`src/rtl/utemp_pkg.sv`:
```
// Shared types and helpers for the unary-temporal multiplier array.
package utemp_pkg;

  typedef enum logic [1:0] {
    IDLE = 2'd0,
    RUN  = 2'd1,
    DONE = 2'd2
  } state_t;

  // Magnitude bits of a sign-magnitude operand of the given width.
  function automatic int unsigned mag_of(input int unsigned width);
    return width - 1;
  endfunction

  // Multiply period length in cycles for the given operand width.
  function automatic int unsigned period_of(input int unsigned width);
    return 32'd1 << (width - 1);
  endfunction

  // Reverse the low 'width' bits of value; bits above width come back 0.
  function automatic logic [31:0] bitrev(input logic [31:0] value,
                                         input int unsigned width);
    logic [31:0] r;
    r = '0;
    for (int unsigned b = 0; b < 32; b++) begin
      if (b < width) r[b] = value[width - 1 - b];
    end
    return r;
  endfunction

endpackage

```
`src/rtl/utemp_rng.sv`:
```
// Bit-reversed counter used as the shared low-discrepancy RNG.
module utemp_rng
  import utemp_pkg::*;
#(
  parameter int MAG = 7
) (
  input  logic           clk,
  input  logic           rst_n,
  input  logic           i_en,
  input  logic           i_clr,
  output logic [MAG-1:0] o_rand
);

  logic [MAG-1:0] r_k;

  // Counter advances once per input-stream one; clear has priority.
  always_ff @(posedge clk or negedge rst_n) begin
    if (!rst_n)     r_k <= '0;
    else if (i_clr) r_k <= '0;
    else if (i_en)  r_k <= r_k + 1'b1;
  end

  assign o_rand = MAG'(bitrev(32'(r_k), MAG));

endmodule

```
`src/rtl/utemp_mul_array.sv`:
```
// Unary-temporal border multiplier: one sign-magnitude activation is
// streamed as a thermometer code to NUM_CH rate-coded weight channels.
// Optional per-channel saturating accumulators: define UTEMP_ACC_EN.
module utemp_mul_array
  import utemp_pkg::*;
#(
  parameter int WIDTH  = 8,
  parameter int NUM_CH = 4,
  parameter int ACC_W  = 16
) (
  input  logic                    clk,
  input  logic                    rst_n,
  input  logic                    start,
  input  logic                    clr,
  input  logic [WIDTH-1:0]        i_data_i,
  input  logic [NUM_CH*WIDTH-1:0] i_data_w,
  output logic [NUM_CH-1:0]       o_bit,
  output logic [NUM_CH-1:0]       o_sign,
  output logic                    o_busy,
  output logic                    o_done
`ifdef UTEMP_ACC_EN
  ,
  output logic [NUM_CH*ACC_W-1:0] o_acc
`endif
);

  localparam int unsigned    MAG    = mag_of(WIDTH);
  localparam int unsigned    P      = period_of(WIDTH);
  localparam logic [MAG-1:0] T_LAST = MAG'(P - 1);

  state_t              r_state;
  logic [MAG-1:0]      r_t;
  logic [MAG-1:0]      r_mag_i;
  logic [MAG-1:0]      r_w_mag [NUM_CH];
  logic [NUM_CH-1:0]   r_sign;
  logic                r_busy;
  logic                r_done;

  logic                w_bit_i;
  logic [MAG-1:0]      w_rand;
  logic [NUM_CH-1:0]   w_bit;

  // Control FSM: operand latch, period timer and registered status outputs.
  always_ff @(posedge clk or negedge rst_n) begin
    if (!rst_n) begin
      r_state <= IDLE;
      r_t     <= '0;
      r_mag_i <= '0;
      r_sign  <= '0;
      r_busy  <= 1'b0;
      r_done  <= 1'b0;
      for (int unsigned c = 0; c < NUM_CH; c++) r_w_mag[c] <= '0;
    end else if (clr) begin
      r_state <= IDLE;
      r_t     <= '0;
      r_sign  <= '0;
      r_busy  <= 1'b0;
      r_done  <= 1'b0;
    end else begin
      case (r_state)
        IDLE: begin
          if (start) begin
            r_state <= RUN;
            r_t     <= '0;
            r_mag_i <= i_data_i[MAG-1:0];
            r_busy  <= 1'b1;
            for (int unsigned c = 0; c < NUM_CH; c++) begin
              r_w_mag[c] <= i_data_w[c*WIDTH +: MAG];
              r_sign[c]  <= i_data_i[WIDTH-1] ^ i_data_w[c*WIDTH + WIDTH - 1];
            end
          end
        end
        RUN: begin
          if (r_t == T_LAST) begin
            r_state <= DONE;
            r_busy  <= 1'b0;
            r_done  <= 1'b1;
          end else begin
            r_t <= r_t + 1'b1;
          end
        end
        DONE: begin
          r_state <= IDLE;
          r_done  <= 1'b0;
          r_sign  <= '0;
        end
        default: begin
          r_state <= IDLE;
          r_busy  <= 1'b0;
          r_done  <= 1'b0;
        end
      endcase
    end
  end

  assign w_bit_i = r_busy & (r_t < r_mag_i);

  // k is held at zero outside RUN, so every period starts the RNG from 0.
  utemp_rng #(
    .MAG (MAG)
  ) u_rng (
    .clk    (clk),
    .rst_n  (rst_n),
    .i_en   (w_bit_i),
    .i_clr  (clr | ~r_busy),
    .o_rand (w_rand)
  );

  // Per-channel rate-coded gate of the input stream.
  always_comb begin
    w_bit = '0;
    for (int unsigned c = 0; c < NUM_CH; c++) begin
      w_bit[c] = w_bit_i & (r_w_mag[c] > w_rand);
    end
  end

  assign o_bit  = w_bit;
  assign o_sign = r_sign;
  assign o_busy = r_busy;
  assign o_done = r_done;

`ifdef UTEMP_ACC_EN
  localparam logic signed [ACC_W-1:0] ACC_MAX = {1'b0, {(ACC_W-1){1'b1}}};
  localparam logic signed [ACC_W-1:0] ACC_MIN = {1'b1, {(ACC_W-1){1'b0}}};

  logic signed [ACC_W-1:0] r_acc [NUM_CH];

  // Signed saturating count of product bits, persistent across periods.
  always_ff @(posedge clk or negedge rst_n) begin
    if (!rst_n) begin
      for (int unsigned c = 0; c < NUM_CH; c++) r_acc[c] <= '0;
    end else if (clr) begin
      for (int unsigned c = 0; c < NUM_CH; c++) r_acc[c] <= '0;
    end else begin
      for (int unsigned c = 0; c < NUM_CH; c++) begin
        if (w_bit[c]) begin
          if (!r_sign[c]) begin
            if (r_acc[c] != ACC_MAX) r_acc[c] <= r_acc[c] + ACC_W'(1);
          end else begin
            if (r_acc[c] != ACC_MIN) r_acc[c] <= r_acc[c] - ACC_W'(1);
          end
        end
      end
    end
  end

  // Flatten accumulators onto the output bus.
  always_comb begin
    o_acc = '0;
    for (int unsigned c = 0; c < NUM_CH; c++) begin
      o_acc[c*ACC_W +: ACC_W] = r_acc[c];
    end
  end
`else
  // ACC_W only sizes the accumulators; keep it referenced in this build.
  if (ACC_W < 1) begin : g_acc_w_unused
  end
`endif

endmodule

```
`config.mk`:
```
export PLATFORM = sky130hd
export DESIGN_NAME = utemp_mul_array
export DESIGN_NICKNAME = d
export VERILOG_FILES = /design/src/rtl/utemp_pkg.sv /design/src/rtl/utemp_rng.sv /design/src/rtl/utemp_mul_array.sv
export SDC_FILE = /design/constraint.sdc
export NUM_CORES = 1
export LEC_CHECK = 0
export ABC_AREA = 0
export CORE_MARGIN = 10
export CORE_UTILIZATION = 55
export CTS_CLUSTER_DIAMETER = 50
export DETAILED_ROUTE_END_ITERATION = 6
export PLACE_DENSITY = 0.82
export SETUP_SLACK_MARGIN = 0.5
export SYNTH_ARGS = -nofsm -noshare
export SYNTH_HDL_FRONTEND = slang
export SYNTH_SLANG_ARGS = --single-unit
```
`constraint.sdc`:
```
create_clock -name clk -period 2.7 [get_ports clk]
set_input_delay 0.54 -clock clk [delete_from_list [all_inputs] [get_ports clk]]
set_output_delay 0.54 -clock clk [all_outputs]
set_load 0.01 [all_outputs]
```
## Word level (Yosys, flattened, before mapping)

Index checks and enable logic that the tools add are counted.

- Input bits: 44
- Logic and storage cells: 68
- Register bits: 57
- Output and inout bits: 10

- Reductions and logical operators: 10
- $add $sub $neg: 2
- Order comparisons: 5
- Muxes and demuxes: 20
- Equal/unequal tests: 8
- Bitwise operators: 12

Operator list:

| kind | count |
|---|---|
| $mux 7 | 5 |
| $gt 7x7->1 | 4 |
| $add 7x1->7 const B | 2 |
| $pmux 7 s2 | 1 |
| $ne 3x3->1 const B | 3 |
| $reduce_and 3->1 | 3 |
| $mux 4 | 2 |
| $pmux 4 s2 | 1 |
| $eq 7x7->1 const B | 1 |
| $lt 7x7->1 | 1 |
| $mux 2 | 3 |
| $reduce_and 2->1 | 3 |
| $reduce_bool 3->1 | 2 |
| $and 1x1->1 | 5 |
| $mux 1 | 5 |
| $ne 2x2->1 const B | 2 |
| $pmux 2 s2 | 1 |
| $xor 1x1->1 | 4 |
| $pmux 1 s3 | 1 |
| $eq 2x1->1 const B | 1 |
| $eq 2x2->1 const B | 1 |
| $logic_not 2->1 | 1 |
| $not 1->1 | 2 |
| $pmux 1 s2 | 1 |
| other kinds (2) | 2 |

## Logic depth before layout (Yosys ltp)

- Depth in word-level cells: 4
- Depth in mapped cells: 8
- Mapped depth without buffers: 7

## Modules after synthesis

Synthesis repeated with hierarchy kept, for this count alone.

- Cells, all modules: 296
- Area total of the unflattened synthesis: 3274.4 um^2

By module, submodules not included:

| module | cells each | instances | sequential area each (um^2) | area each (um^2) |
|---|---|---|---|---|
| utemp_mul_array | 267 | 1 | 1251.2 | 2966.6 |
| utemp_rng | 29 | 1 | 175.2 | 307.8 |

## Worst setup path before layout

OpenSTA, ideal clock, no wires.

- Path type: register to output
- From: reg r_t[4]
- To: out o_bit[0]
- Cell stages (with the launch flop): 7
- Path slack: 555 ps
- Path buffers: 1
- Required time: 2160 ps
- Data arrival time: 1605 ps
- Cell sequence: dfrtp_1 > ha_1 > a21oi_1 > o2111ai_1 > a21o_1 > buf_4 > a211oi_1

- Word-level cells in the longest chain between the ends: 3

Ends and longest elaborated chain:

| what | RTL line | text |
|---|---|---|
| from (decl) | utemp_mul_array.sv:32 | `logic [MAG-1:0] r_t;` |
| from (signal assigned) | utemp_mul_array.sv:79 | `r_t <= r_t + 1'b1;` |
| $lt 7x7->1 | utemp_mul_array.sv:96 | `assign w_bit_i = r_busy & (r_t < r_mag_i);` |
| $and 1x1->1 | utemp_mul_array.sv:96 |  |
| $and 1x1->1 | utemp_mul_array.sv:113 | `w_bit[c] = w_bit_i & (r_w_mag[c] > w_rand);` |
| to (decl) | utemp_mul_array.sv:17 | `output logic [NUM_CH-1:0] o_bit,` |

Every way passes these cells.

## Final worst setup path

- From: reg u_rng.r_k[3]
- To: out o_bit[2]

- Word-level cells in the longest chain between the ends: 2

Ends and longest elaborated chain:

| what | RTL line | text |
|---|---|---|
| from (decl) | utemp_rng.sv:14 | `logic [MAG-1:0] r_k;` |
| from (signal assigned) | utemp_rng.sv:20 | `else if (i_en) r_k <= r_k + 1'b1;` |
| $gt 7x7->1 | utemp_mul_array.sv:113 |  |
| $and 1x1->1 | utemp_mul_array.sv:113 |  |

Every way passes these cells.

==> summary.md <==
| Metric | Value |
|---|---|
| Status | finished, final reports clean |
| Area contributors post-synth | dfrtp_1 45%, ha_1 14%, mux2_2 6.0% |
| Max Cap Viol | 0 |
| Cell variety after synth | 35 |
| FF+latch count, synth | 57 |
| Vias in the first global route | 2604 |
| N_diodes | 0 |
| Finish-stage setup viols | 0 |
| CTS sink count | 57 |
| P_leak | 1.85 nW |
| DR DRC count | 0 |
| Die ar. | 9230 um2 |
| CTS clock-pin slew for the worst setup and hold paths | 0.06 ns |
| First-pass GRT wire length | 12.6 mm |
| Rows | 27 |
| Syn avg cell area | 10.3 um2 |
| Nets | 464 |
| Total Routing Usage GR | 17.4% |
| First-pass iteration count of the detailed router | 4 |
| Clk Tree Root Cell | clkbuf_8 |
| Leading area contributor after synthesis | dfrtp_1 |
| Layout overhead on the synthesized area | 30.2% |
| Worst path slowest cell | dfrtp_1 |
| Worst Setup Start Kind | flop |
| Via density | 5.47 |
| Die width | 96.1 um |
| Cts hold-fix bufs | 0 |
| GPL Wtd Cong | 0.797 |
| Initial DRC Count | 125 |
| Final ANT Viol Nets | 0 |
| Cells after synthesis | 308 |
| Total wire length | 7.55 mm |
| Mapped Area | 3180 um2 |
| Total congestion overflow | 0 |
| Share of layout cells above drive strength 1 | 22.5% |
| Slowest stage delay, CP | 0.41 ns |
| Maximum VDD drop | 0.000452 V |
| DP Cell Count | 437 |
| Clk buf depth | 2 |
| Crit-path leading delay family | compound AO/OA/AOI/OAI gates |
| RSZ-0062 raised after global routing | yes |
| Core Area | 5570 um2 |
| Port bufs | 53 |
| CP max FO | 5 |
| Worst hold path class | primary input to asynchronous set/reset pin |
| Layout Utilization | 74.3% |
| Fmax | 0.398 GHz |
| Worst-margin pin slew | 0.703 ns |
| Critical path class | flop to primary output |
| Fin crit period | 2.51 ns |
| Max_slew headroom | 53.1% |
| Initial antenna violation count | 0 |
| Initial Util | 57.1% |
| Post-synth top area share | 44.8% |
| Setup crit end kind | primary output |
| WL per Instance | 16.5 um |
| Sequential-to-total area share from yosys stat | 44.8% |
| CP Cell Sequence | inv_4 -> ha_4 -> nand4_1 -> a21oi_2 -> nor2_2 -> a211oi_2 -> buf_2 |
| Num CTS Buffers | 9 |
| Syn_nets | 388 |
| Filler instances | 393 |
| Slew Viols, Final | 0 |
| Via count | 2507 |
| Setup TNS | 0 ns |
| Fin crit share | 93.0% |
| Chip height | 96.1 um |
| CTS tree | done |
| Worst-Skew Late Latency | 0.32 ns |
| Synth warn | 0 |
| Pin count of the biggest net entering global routing | 58 |
| H-tree Lvls | 3 |
| Power per cell area | 572 nW/um2 |
| Num ports | 54 |
| Clock skew | 0.00538 ns |
| Arr. time, crit path | 1.97 ns |
| Dpl hpwl | 5.31 mm |
| Final Hold Viols | 0 |
| Hold slack | 0.347 ns |
| Finished Layout Cells | 458 |
| Critical Path RT | 2.16 ns |
| CP Buf/Inv Count | 2 |
sequential cells by signal, summed over array words and instances, names as in the netlist:
name and count:
r_t 7, o_busy 1, r_mag_i 7, o_sign 4
r_w_mag 28, u_rng.r_k 7, r_state 2, o_done 1
cell families after synthesis:
family	count (synthesis)	share of synthesized area [%]
fa+ha+maj	36	14.2
simple gates	83	12.7
xor+xnor	6	1.65
buf+inv	32	4.44
compound gates	68	12.1
flops	57	44.8
mux	26	10.1
cell usage in the layout (no fill, tap or decap), types with 2 or more instances in the layout:
| master | netlist | layout |
|---|---|---|
| and2_1 | 2 | 2 |
| or3_1 | 4 | 4 |
| nand4_1 | 6 | 6 |
| ha_4 | 0 | 3 |
| nor2_1 | 20 | 18 |
| a21oi_2 | 0 | 5 |
| clkdlybuf4s50_1 | 0 | 48 |
| xnor2_1 | 6 | 6 |
| o21ai_1 | 0 | 5 |
| nand2_1 | 24 | 24 |
| buf_2 | 2 | 4 |
| ha_1 | 36 | 33 |
| inv_1 | 24 | 18 |
| mux2_2 | 17 | 17 |
| mux2_4 | 8 | 8 |
| nor2_2 | 1 | 3 |
| clkbuf_8 | 0 | 10 |
| nor2b_1 | 9 | 7 |
| nand3_1 | 8 | 8 |
| o21ai_0 | 34 | 29 |
| nor2b_2 | 0 | 2 |
| nand2b_1 | 3 | 3 |
| buf_4 | 1 | 20 |
| clkbuf_1 | 1 | 2 |
| inv_2 | 0 | 5 |
| dfrtp_1 | 57 | 57 |
| a21o_1 | 3 | 2 |
| o31ai_1 | 4 | 4 |
| and3_1 | 2 | 2 |
| a211oi_2 | 0 | 3 |
| a21oi_1 | 18 | 13 |
cells in the mapped netlist:
master and instances:
dfrtp_1 57, ha_1 36, o21ai_0 34, inv_1 24
nand2_1 24, nor2_1 20, a21oi_1 18, mux2_2 17
nor2b_1 9, mux2_4 8, nand3_1 8, nand4_1 6
xnor2_1 6, a211oi_1 5, o31ai_1 4, or3_1 4
a21o_1 3, nand2b_1 3, and2_1 2, and3_1 2
buf_1 2, buf_2 2, buf_6 2, a32o_1 1
a41oi_1 1, and3_4 1, and3b_1 1, buf_4 1
clkbuf_1 1, mux2i_1 1, nor2_2 1, nor3_1 1
o2111ai_1 1, o21bai_1 1, or2_1 1
where the power goes:
part / switching [mW] / internal, mW
registers: 0.0794 / 0.979
logic: 0.315 / 0.353
clock network: 0.303 / 0.342
total: 0.698 / 1.67
path summary, 6_finish.rpt:
kind,from,to,slack [ns],cells after the start
setup / recovery,u_rng.r_k[3],o_bit[2],0.19,7
hold / removal,rst_n,r_w_mag[11],0.35,2
setup reg to reg,r_mag_i[4],u_rng.r_k[4],0.59,9
hold reg to reg,o_done,o_done,0.48,1
max in group asynchronous,rst_n,o_sign[2],1.88,2
min in group clk,o_done,o_done,0.48,1
metrics by stage:
| step | power [mW] | worst slack [ns] | instance area (um2) |
|---|---|---|---|
| after floorplan | 1.42 | 0.555 | 3180 |
| after CTS | 2.34 | 0.192 | 4090 |
| after detailed placement | 1.66 | 0.0612 | 3840 |
| after global routing | 2.51 | 0.152 | 4140 |
| after global placement | 1.63 | 0.0661 | 3840 |
| final | 2.37 | 0.189 | 4140 |
per-layer routing:
| layer | up-vias | global-route usage [%] | wire [um] |
|---|---|---|---|
| met2 | 69 | 27.6 | 3560 |
| met5 | - | 0 | 0 |
| met3 | 7 | 4.67 | 447 |
| met4 | 0 | 7.25 | 106 |
| met1 | 1199 | 21.9 | 3430 |
| li1 | 1232 | - | - |
layout make-up:
type                       instances  area (um2)  area share (%)
multi-input combinational        219        1720            41.6
timing repair buffer              73         662            16.0
sequential                        57        1430            34.4
tap                               72        90.1            2.17
clock inverter                     1        5.00           0.121
inverter                          24        92.6            2.23
clock buffer                      12         145            3.50
what timing repair did:
action                                  4_1_cts  5_1_grt
pin swaps                                    10       12
buffers inserted                              7        1
gates cloned                                  0        0
endpoints found under the setup margin        4        7
gates resized for setup                      34       14
(Power assumes the default switching activity.)
